`src/rtl/vc_route_unit_pkg.sv`:
```
// rtl/vc_route_unit_pkg.sv - shared network types and constants for the VC routing stage
package vc_route_unit_pkg;

  typedef enum logic [1:0] {
    HEADER = 2'd0,
    BODY   = 2'd1,
    TAIL   = 2'd2,
    HT     = 2'd3
  } flit_type_t;

  localparam int PORT_NUM_W = 3;
  localparam int PORT_NUM   = 5;

  typedef enum logic [PORT_NUM_W-1:0] {
    LOCAL = 3'd0,
    EAST  = 3'd1,
    NORTH = 3'd2,
    WEST  = 3'd3,
    SOUTH = 3'd4
  } port_t;

  localparam int ROUTE_XY = 0;
  localparam int ROUTE_YX = 1;

  typedef enum logic {
    VC_IDLE   = 1'b0,
    VC_ACTIVE = 1'b1
  } vc_state_t;

  // Field widths never drop below one bit, even for a single-node dimension.
  function automatic int clog2_min1(input int n);
    return (n <= 2) ? 1 : $clog2(n);
  endfunction

endpackage

```
`src/rtl/vc_route_unit_if.sv`:
```
// rtl/vc_route_unit_if.sv - flit input and routed-flit output handshake bundle
interface vc_route_unit_if #(
  parameter int XW = 2,
  parameter int YW = 2,
  parameter int VW = 1
);
  import vc_route_unit_pkg::*;

  logic          flit_valid_in;
  flit_type_t    flit_type_in;
  logic [VW-1:0] flit_vc_in;
  logic [XW-1:0] dest_x_in;
  logic [YW-1:0] dest_y_in;
  logic          flit_ready_out;

  logic          route_valid_out;
  port_t         route_port_out;
  logic [VW-1:0] route_vc_out;
  flit_type_t    route_type_out;
  logic          route_ready_in;

  modport master (
    output flit_valid_in, flit_type_in, flit_vc_in, dest_x_in, dest_y_in, route_ready_in,
    input  flit_ready_out, route_valid_out, route_port_out, route_vc_out, route_type_out
  );

  modport slave (
    input  flit_valid_in, flit_type_in, flit_vc_in, dest_x_in, dest_y_in, route_ready_in,
    output flit_ready_out, route_valid_out, route_port_out, route_vc_out, route_type_out
  );

endinterface

```
`src/rtl/vc_route_unit_route_compute.sv`:
```
// rtl/vc_route_unit_route_compute.sv - combinational XY/YX next-port and address check
module route_compute
  import vc_route_unit_pkg::*;
#(
  parameter int MY_X_ADDR  = 0,
  parameter int MY_Y_ADDR  = 0,
  parameter int X_NODES    = 4,
  parameter int Y_NODES    = 4,
  parameter int ROUTE_MODE = 0,
  parameter int XW         = 2,
  parameter int YW         = 2
) (
  input  logic [XW-1:0] dest_x_i,
  input  logic [YW-1:0] dest_y_i,
  output port_t         port_o,
  output logic          addr_err_o
);

  localparam int DW = ((XW > YW) ? XW : YW) + 1;

  logic signed [DW-1:0] dx, dy;
  port_t x_dir, y_dir;

  always_comb begin
    dx = $signed(DW'(dest_x_i)) - $signed(DW'(MY_X_ADDR));
    dy = $signed(DW'(dest_y_i)) - $signed(DW'(MY_Y_ADDR));
    addr_err_o = (32'(dest_x_i) >= 32'(X_NODES)) || (32'(dest_y_i) >= 32'(Y_NODES));

    // Sign bit and zero test avoid mixed-signedness compares against literals.
    x_dir = LOCAL;
    if (dx[DW-1])        x_dir = WEST;
    else if (dx != '0)   x_dir = EAST;
    y_dir = LOCAL;
    if (dy[DW-1])        y_dir = NORTH;
    else if (dy != '0)   y_dir = SOUTH;

    if (ROUTE_MODE == ROUTE_YX) port_o = (y_dir != LOCAL) ? y_dir : x_dir;
    else                        port_o = (x_dir != LOCAL) ? x_dir : y_dir;
    if (addr_err_o) port_o = LOCAL;
  end

endmodule

```
`src/rtl/vc_route_unit.sv`:
```
// rtl/vc_route_unit.sv - per-VC route stage: head-flit port latch, registered valid/ready output
// Optional per-port transfer counters are built when VC_ROUTE_STATS_EN is defined.
module vc_route_unit
  import vc_route_unit_pkg::*;
#(
  parameter int MY_X_ADDR  = 0,
  parameter int MY_Y_ADDR  = 0,
  parameter int X_NODES    = 4,
  parameter int Y_NODES    = 4,
  parameter int VC_NUM     = 2,
  parameter int ROUTE_MODE = 0
) (
  input  logic              clk,
  input  logic              reset,
  vc_route_unit_if.slave    rt,
  output logic [VC_NUM-1:0] error_out
`ifdef VC_ROUTE_STATS_EN
  ,
  input  port_t             stats_sel,
  input  logic              stats_clear,
  output logic [15:0]       stats_count_out
`endif
);

  localparam int XW = clog2_min1(X_NODES);
  localparam int YW = clog2_min1(Y_NODES);
  localparam int VW = clog2_min1(VC_NUM);

  logic          flit_ready, accept, is_head, addr_err;
  port_t         calc_port, emit_port, cur_latch;
  vc_state_t     cur_state;

  vc_state_t     vc_state_q [VC_NUM];
  vc_state_t     vc_state_d [VC_NUM];
  port_t         latch_q [VC_NUM];
  port_t         latch_d [VC_NUM];
  logic [VC_NUM-1:0] error_q, error_d;

  logic          valid_q, valid_d;
  port_t         port_q, port_d;
  logic [VW-1:0] vc_q, vc_d;
  flit_type_t    type_q, type_d;

  route_compute #(
    .MY_X_ADDR (MY_X_ADDR),
    .MY_Y_ADDR (MY_Y_ADDR),
    .X_NODES   (X_NODES),
    .Y_NODES   (Y_NODES),
    .ROUTE_MODE(ROUTE_MODE),
    .XW        (XW),
    .YW        (YW)
  ) u_route_compute (
    .dest_x_i  (rt.dest_x_in),
    .dest_y_i  (rt.dest_y_in),
    .port_o    (calc_port),
    .addr_err_o(addr_err)
  );

  assign flit_ready = !valid_q || rt.route_ready_in;
  assign accept     = rt.flit_valid_in && flit_ready;
  assign is_head    = (rt.flit_type_in == HEADER) || (rt.flit_type_in == HT);

  always_comb begin
    cur_state = VC_IDLE;
    cur_latch = LOCAL;
    for (int v = 0; v < VC_NUM; v++) begin
      if (rt.flit_vc_in == VW'(v)) begin
        cur_state = vc_state_q[v];
        cur_latch = latch_q[v];
      end
    end
  end

  always_ff @(posedge clk) begin
    if (reset) begin
      for (int v = 0; v < VC_NUM; v++) begin
        vc_state_q[v] <= VC_IDLE;
        latch_q[v]    <= LOCAL;
      end
      error_q <= '0;
      valid_q <= 1'b0;
      port_q  <= LOCAL;
      vc_q    <= '0;
      type_q  <= HEADER;
    end else begin
      vc_state_q <= vc_state_d;
      latch_q    <= latch_d;
      error_q    <= error_d;
      valid_q    <= valid_d;
      port_q     <= port_d;
      vc_q       <= vc_d;
      type_q     <= type_d;
    end
  end

  // A head flit on an already active VC is a protocol error but still restarts the packet.
  always_comb begin
    vc_state_d = vc_state_q;
    latch_d    = latch_q;
    error_d    = error_q;
    for (int v = 0; v < VC_NUM; v++) begin
      if (accept && (rt.flit_vc_in == VW'(v))) begin
        unique case (rt.flit_type_in)
          HEADER: begin
            latch_d[v]    = calc_port;
            vc_state_d[v] = VC_ACTIVE;
            error_d[v]    = error_q[v] | addr_err | (vc_state_q[v] == VC_ACTIVE);
          end
          HT: begin
            if (vc_state_q[v] == VC_ACTIVE) latch_d[v] = calc_port;
            vc_state_d[v] = VC_IDLE;
            error_d[v]    = error_q[v] | addr_err | (vc_state_q[v] == VC_ACTIVE);
          end
          BODY: error_d[v] = error_q[v] | (vc_state_q[v] == VC_IDLE);
          TAIL: begin
            vc_state_d[v] = VC_IDLE;
            error_d[v]    = error_q[v] | (vc_state_q[v] == VC_IDLE);
          end
        endcase
      end
    end
  end

  always_comb begin
    emit_port = is_head ? calc_port : ((cur_state == VC_ACTIVE) ? cur_latch : LOCAL);
    valid_d   = valid_q;
    port_d    = port_q;
    vc_d      = vc_q;
    type_d    = type_q;
    if (accept) begin
      valid_d = 1'b1;
      port_d  = emit_port;
      vc_d    = rt.flit_vc_in;
      type_d  = rt.flit_type_in;
    end else if (rt.route_ready_in) begin
      valid_d = 1'b0;
    end
  end

  assign rt.flit_ready_out  = flit_ready;
  assign rt.route_valid_out = valid_q;
  assign rt.route_port_out  = port_q;
  assign rt.route_vc_out    = vc_q;
  assign rt.route_type_out  = type_q;
  assign error_out          = error_q;

`ifdef VC_ROUTE_STATS_EN
  logic [15:0] cnt_q [PORT_NUM];

  always_ff @(posedge clk) begin
    if (reset || stats_clear) begin
      for (int p = 0; p < PORT_NUM; p++) cnt_q[p] <= '0;
    end else if (valid_q && rt.route_ready_in) begin
      for (int p = 0; p < PORT_NUM; p++) begin
        if ((port_q == PORT_NUM_W'(p)) && (cnt_q[p] != 16'hFFFF)) cnt_q[p] <= cnt_q[p] + 16'd1;
      end
    end
  end

  always_comb begin
    stats_count_out = '0;
    for (int p = 0; p < PORT_NUM; p++) begin
      if (stats_sel == PORT_NUM_W'(p)) stats_count_out = cnt_q[p];
    end
  end
`endif

endmodule
```
`src/flat_wrapper.sv`:
```
// flat-port wrapper written by rule: the top's interface ports become plain ports
module vc_route_unit_flat import vc_route_unit_pkg::*;
#(
  parameter int MY_X_ADDR  = 0,
  parameter int MY_Y_ADDR  = 0,
  parameter int X_NODES    = 4,
  parameter int Y_NODES    = 4,
  parameter int VC_NUM     = 2,
  parameter int ROUTE_MODE = 0
)
  (clk, reset, error_out, rt_flit_valid_in, rt_flit_type_in, rt_flit_vc_in, rt_dest_x_in, rt_dest_y_in, rt_route_ready_in, rt_flit_ready_out, rt_route_valid_out, rt_route_port_out, rt_route_vc_out, rt_route_type_out);
  vc_route_unit_if rt_i ();
  input  logic clk;
  input  logic reset;
  output logic [VC_NUM-1:0] error_out;
  input wire logic [$bits(rt_i.flit_valid_in)-1:0] rt_flit_valid_in;
  input wire logic [$bits(rt_i.flit_type_in)-1:0] rt_flit_type_in;
  input wire logic [$bits(rt_i.flit_vc_in)-1:0] rt_flit_vc_in;
  input wire logic [$bits(rt_i.dest_x_in)-1:0] rt_dest_x_in;
  input wire logic [$bits(rt_i.dest_y_in)-1:0] rt_dest_y_in;
  input wire logic [$bits(rt_i.route_ready_in)-1:0] rt_route_ready_in;
  output wire logic [$bits(rt_i.flit_ready_out)-1:0] rt_flit_ready_out;
  output wire logic [$bits(rt_i.route_valid_out)-1:0] rt_route_valid_out;
  output wire logic [$bits(rt_i.route_port_out)-1:0] rt_route_port_out;
  output wire logic [$bits(rt_i.route_vc_out)-1:0] rt_route_vc_out;
  output wire logic [$bits(rt_i.route_type_out)-1:0] rt_route_type_out;
  assign rt_i.flit_valid_in = rt_flit_valid_in;
  assign rt_i.flit_type_in = rt_flit_type_in;
  assign rt_i.flit_vc_in = rt_flit_vc_in;
  assign rt_i.dest_x_in = rt_dest_x_in;
  assign rt_i.dest_y_in = rt_dest_y_in;
  assign rt_i.route_ready_in = rt_route_ready_in;
  assign rt_flit_ready_out = rt_i.flit_ready_out;
  assign rt_route_valid_out = rt_i.route_valid_out;
  assign rt_route_port_out = rt_i.route_port_out;
  assign rt_route_vc_out = rt_i.route_vc_out;
  assign rt_route_type_out = rt_i.route_type_out;
  vc_route_unit #(.MY_X_ADDR(MY_X_ADDR), .MY_Y_ADDR(MY_Y_ADDR), .X_NODES(X_NODES), .Y_NODES(Y_NODES), .VC_NUM(VC_NUM), .ROUTE_MODE(ROUTE_MODE)) u_core (.clk(clk), .reset(reset), .rt(rt_i), .error_out(error_out));
endmodule
```
`config.mk`:
```
export PLATFORM = sky130hd
export DESIGN_NAME = vc_route_unit_flat
export DESIGN_NICKNAME = d
export VERILOG_FILES = /design/src/rtl/vc_route_unit_pkg.sv /design/src/rtl/vc_route_unit_if.sv /design/src/rtl/vc_route_unit_route_compute.sv /design/src/rtl/vc_route_unit.sv /design/src/flat_wrapper.sv
export SDC_FILE = /design/constraint.sdc
export NUM_CORES = 1
export LEC_CHECK = 0
export ABC_AREA = 1
export CAP_MARGIN = 20
export CORE_UTILIZATION = 41
export DETAILED_ROUTE_END_ITERATION = 10
export GPL_ROUTABILITY_DRIVEN = 0
export PLACE_DENSITY = 0.73
export SYNTH_ARGS = -nofsm -noshare
export SYNTH_HDL_FRONTEND = slang
export SYNTH_SLANG_ARGS = --single-unit
```
`constraint.sdc`:
```
create_clock -name clk -period 0.9 [get_ports clk]
set_input_delay 0.09 -clock clk [delete_from_list [all_inputs] [get_ports clk]]
set_output_delay 0.09 -clock clk [all_outputs]
set_load 0.01 [all_outputs]
```
-- Word-level counts from Yosys, hierarchy flattened
Index checks and enable logic that the tools add are counted.
- register bits: 17
- bits in latches: 0
- bits in writable memories: 0
- bits in read-only memories: 0
- input bits: 11
- memories: 0
- add/sub/neg operators: 0
- multiply operators: 0
- div/mod/pow operators: 0
- $lt $le $gt $ge: 0
- equality and inequality tests: 5
- shifts and indexed selects: 0
- multiplexer cells: 16
- bitwise operators: 7
- reductions and logical operators: 20
- operators by type and width (operator ; count):
    two-way mux 3 bit ; 7
    case mux 3 bit (2 select lines) ; 2
    nonzero test 3 bit ; 3
    case mux 1 bit (2 select lines) ; 3
    AND reduction 3 bit ; 2
    nonzero test 2 bit ; 3
    OR reduction 2 bit ; 3
    == test 2 bit, second input constant ; 2
    two-way mux 1 bit ; 4
    != test 2 x 1 -> 1 bit, second input constant ; 2
    bitwise OR 1 bit ; 4
    AND reduction 2 bit ; 2
    logical AND 1 bit ; 3
    inverter 1 bit ; 3
    == test 2 x 1 -> 1 bit, second input constant ; 1
    logical NOT 2 bit ; 1
    logical OR 1 bit ; 2
    logical NOT 1 bit ; 1

-- Longest topological paths before layout
- depth after elaboration: 6
- depth in mapped cells: 9

-- Modules after synthesis
From an unflattened synthesis, not the netlist that was laid out.
- cell total of the unflattened synthesis: 136
- area, all modules: 912.1 µm²
- by module, submodules not included (module ; instances ; cells each ; area each (µm²) ; seq. area each (µm²)):
    vc_route_unit ; 1 ; 128 ; 869.6 ; 340.3
    route_compute ; 1 ; 8 ; 42.5 ; 0.0

-- Worst setup path after synthesis
OpenSTA, ideal clock, no wires.
- path type: register -> register
- start point: register u_core.valid_q, in the netlist u_core.rt.route_valid_out
- end point: register u_core.port_q[0], in the netlist u_core.rt.route_port_out[0]
- setup time: 0.119 ns
- data arrival time: 0.876 ns
- data required time: 0.781 ns
- path slack: -0.096 ns
- stages on the path, launching flop included: 6
- buffers on the path: 0
- clock period less this slack: 0.996 ns
- cell sequence: dfxtp_1 -> nand2_4 -> nand2_1 -> inv_2 -> o21ai_0 -> a21oi_1
- longest elaborated chain between the ends: 3
- RTL lines (element ; line ; RTL):
    start: declaration ; vc_route_unit.sv:39 ; logic valid_q, valid_d;
    start signal: assignment ; vc_route_unit.sv:89 ; valid_q <= valid_d;
    logical NOT 1 bit ; vc_route_unit.sv:59 ; assign flit_ready = !valid_q || rt.route_ready_in;
    logical OR 1 bit ; vc_route_unit.sv:59 ;
    named net rt_flit_ready_out ; flat_wrapper.sv:22 ; output wire logic [$bits(rt_i.flit_ready_out)-1:0] rt_flit_ready_out;
    logical AND 1 bit ; vc_route_unit.sv:60 ; assign accept = rt.flit_valid_in && flit_ready;
    end signal: assignment ; vc_route_unit.sv:90 ; port_q <= port_d;
    end: declaration ; vc_route_unit.sv:40 ; port_t port_q, port_d;
The timed path passes the listed nets, and every way through them passes these cells.
A chain may end at the register's enable or synchronous reset.

-- Worst setup path in the final report
- start point: register u_core.vc_state_q[0] (netlist name)
- end point: register u_core.error_q[1], in the netlist u_core.error_out[1]
- longest elaborated chain between the ends: 3
- RTL lines (element ; line ; RTL):
    start: declaration ; vc_route_unit.sv:33 ; vc_state_t vc_state_q [VC_NUM];
    start signal: assignment ; vc_route_unit.sv:86 ; vc_state_q <= vc_state_d;
    inverter 1 bit ; vc_route_unit.sv:114, vc_route_unit.sv:117 ;
    bitwise OR 1 bit ; vc_route_unit.sv:114, vc_route_unit.sv:117 ;
    case mux 1 bit (2 select lines) (*) ; vc_route_unit.sv:103 ; unique case (rt.flit_type_in)
    end signal: assignment ; vc_route_unit.sv:88 ; error_q <= error_d;
    end: declaration ; vc_route_unit.sv:37 ; logic [VC_NUM-1:0] error_q, error_d;
Every way passes the cells marked *; elsewhere a longest branch is shown, timed or not.

==> summary.txt <==
Reg power frac = 44.6%
Detail Placement HPWL = 1260 um
Total CTS buffers = 3
Prevailing post-synth register cell = dfxtp_1
PortBufs = 19
Seq/Total Area, Yosys = 37.3%
CTS tree = done
Switching share of power = 28.4%
Pre-antenna DRT Iters = 4
Hold Path End = u_core.rt.route_valid_out$_SDFFE_PP0P_
Cell accounting for the most synthesized area = dfxtp_1
Max clock buf depth = 2
Max stage delay cell, worst path = dfxtp_2
F_max = 1.00 GHz
Top Family by Delay on Critical Path = flip-flops
Area of the core = 1730 sq um
Die Ht = 44.8 um
Clk pwr share = 30.4%
Residual DRC = 0
CP max stage delay = 0.34 ns
Final hold violations = 0
HP Start = rt_flit_valid_in
Min Tclk post-route = 0.998 ns
Cell internal pwr = 1.10 mW
Area after DPL = 1110 sq um
Failing checks = negative setup slack
RR Endpoint = u_core.error_out[1]$_SDFFE_PP0P_
Largest net degree at the start of global routing = 11
Synth Warn # = 0
Clock Latency Late Sink = 0.28 ns
Cell Area, Synth = 752 sq um
Fin cells = 174
RSZ-0062 raised after global routing = yes
Net switching power = 437 uW
Crit-path cells = buf_6 -> buf_6 -> xor2_1 -> a21oi_1 -> nor2_1
Peak supply drop = 768 uV
Ports = 21
Critical path data required time = 1.08 ns
First-pass GRT wire length = 2820 um
R2R depth = 5
Post-synth cell types = 19
Syn_area_per_cell = 6.90 sq um
Fillers = 158
Placed cell count = 168
Antenna viol nets, final = 0
Syn Nets = 125
Leakage = 0.592 nW
Final worst slack = -0.0981 ns
Maxcap violations = 0
All-Layer GR Usage = 19.3%
Max-slew violations = 0
Global route hottest layer = met2
Hold depth = 3
Clock transition at path regs = 0.09 ns
Met1 Use GR = 24.2%
Final nets = 166
Final Skew = 0.00175 ns
Initial core utilization = 43.6%
Hold_ws = 0.348 ns
Synth cell count leaders = nand2_1 (29), nor2_1 (18), dfxtp_1 (14)
Power Density = 1330 nW/um^2
Largest cells by area after synthesis = dfxtp_1 (37%), nand2_1 (14%), nor2_1 (9.0%)
DIE WIDTH = 44.8 um
Post-synth ARST share = 0%
Worst Setup Path Type = reg -> reg
Core Rows = 15
Vias in the first global route = 682
Diode count = 0
Synth Register Bits = 14
Initial antenna violation count = 0
Top-count cell post-synth = nand2_1
Worst EP arrival = 1.18 ns
GRT Residual Overflow = 0
EDFF count, synth = 0
Cell area after layout = 1160 sq um
Count of buffer and inverter cells on the critical path = 2
Gate power share = 25.0%
Reg2reg setup slack = -0.1 ns
Cells after Synth = 109
GR Util met2 = 32.6%
TNS Setup = -0.678 ns
CP endpoint kind = register
Final WL = 1690 um
Layout cells sized above 1 = 36.9%
Period utilisation layout = 111%
Setup violations, final = 13
Worst hold path type = in -> reg
Area delta synth->final = 53.7%
Top cell by count, worst path = buf_6
Starting DRT DRC Count = 19
Routed wire per std cell = 9.74 um
Layout Utilization = 67.0%
Die area = 2010 sq um
Status = finished with violations
Reg2reg start = u_core.vc_state_q[0]$_SDFFE_PP0P_
Vias/cell = 4.61
CP Launch Type = register
Post-synth top area share = 37.3%
H-tree levels = 1
Root buf cell = clkbuf_4
Routed vias = 803
Met3 GRT Util = 4.80%
CTS sink cnt = 14
Critical path fanouts, max = 2
[final cells by class]
class	count	area, sq um	area share, %
Inverter	16	62.6	5.41
Tap cell	25	31.3	2.71
Clock buffer	4	36.3	3.14
Sequential cell	14	292	25.2
Multi-Input combinational cell	78	448	38.7
Timing Repair Buffer	37	287	24.8
[stage by stage]
stage | setup WS, ns | power, mW
2_1_floorplan | -0.00574 | 0.878
3_3_place_gp | -0.554 | 1.07
3_5_place_dp | -0.583 | 1.08
4_1_cts | -0.100 | 1.54
5_1_grt | -0.163 | 1.63
6_report | -0.0981 | 1.54
[cells in the final DEF, fill, tap and decap left out]
cell type	instances
nand3_1	2
dlygate4sd2_1	4
nand4_1	2
nand3_4	1
inv_2	3
dfxtp_2	9
clkbuf_8	1
clkinv_1	1
xor2_1	2
inv_1	11
nand2_4	2
nor2_1	18
buf_2	9
clkbuf_4	3
conb_1	1
nand2_1	26
nand3_2	1
buf_4	15
nand2_2	2
nand3b_1	1
inv_4	1
ha_1	3
o21ai_1	5
clkdlybuf4s50_1	6
buf_6	3
dfxtp_1	5
nor2_4	2
a21oi_1	7
a21oi_2	1
ha_4	1
ha_2	1
[state kept, by name, summed over array words and instances (netlist names)]
register	cells
u_core.error_out	2
u_core.latch_q	4
u_core.rt.route_port_out	2
u_core.rt.route_type_out	2
u_core.rt.route_valid_out	1
u_core.rt.route_vc_out	1
u_core.vc_state_q	2
[metal layers]
layer | share of wire (%) | vias up | routed length, um
li1 | - | 414 | -
met1 | 44 | 351 | 750
met2 | 47 | 34 | 795
met3 | 7.2 | 4 | 122
met4 | 1.5 | 0 | 25
met5 | 0 | - | 0
[logic make-up after synthesis]
kind of cell,count (synthesis),share of synthesized area (%)
simple gates,57,33.9
buf+inv,17,8.99
flops,14,37.3
compound gates,13,8.65
fa+ha+maj,5,8.32
xor+xnor,2,2.33
other cells,1,0.499
[power groups by stage]
stage / clock [mW] / combinational, mW / sequential (mW)
global route: 0.503 / 0.429 / 0.694
global placement: 0 / 0.378 / 0.696
floorplan: 0 / 0.170 / 0.708
detailed placement: 0 / 0.382 / 0.698
CTS: 0.477 / 0.375 / 0.688
finish: 0.469 / 0.385 / 0.688
[worst max path at each step]
stage,from,end,slack (ns),depth (start not counted)
3_3_place_gp,rt_flit_type_in[1],u_core.latch_q[2]$_SDFFE_PP0P_,-0.55,10
6_report,u_core.vc_state_q[0]$_SDFFE_PP0P_,u_core.error_out[1]$_SDFFE_PP0P_,-0.1,5
2_1_floorplan,u_core.rt.route_valid_out$_SDFFE_PP0P_,u_core.latch_q[0]$_SDFFE_PP0P_,-0.006,6
3_5_place_dp,rt_flit_type_in[1],u_core.latch_q[2]$_SDFFE_PP0P_,-0.58,10
5_1_grt,u_core.rt.route_valid_out$_SDFFE_PP0P_,u_core.latch_q[3]$_SDFFE_PP0P_,-0.16,7
4_1_cts,u_core.rt.route_valid_out$_SDFFE_PP0P_,u_core.latch_q[5]$_SDFFE_PP0P_,-0.1,7
[tightest hold or removal path, stage by stage]
cell	delay, ns
dlygate4sd2_1	0.32
nand2_4	0.13
a21oi_1	0.06
[what timing repair did]
action	CTS	global route
resized for setup	61	4
hold buffers	0	0
gates cloned	0	0
setup endpoints to repair	22	14
pin swaps	3	4
buffers inserted	1	1
No activity file was read; power rests on OpenSTA's default activity.
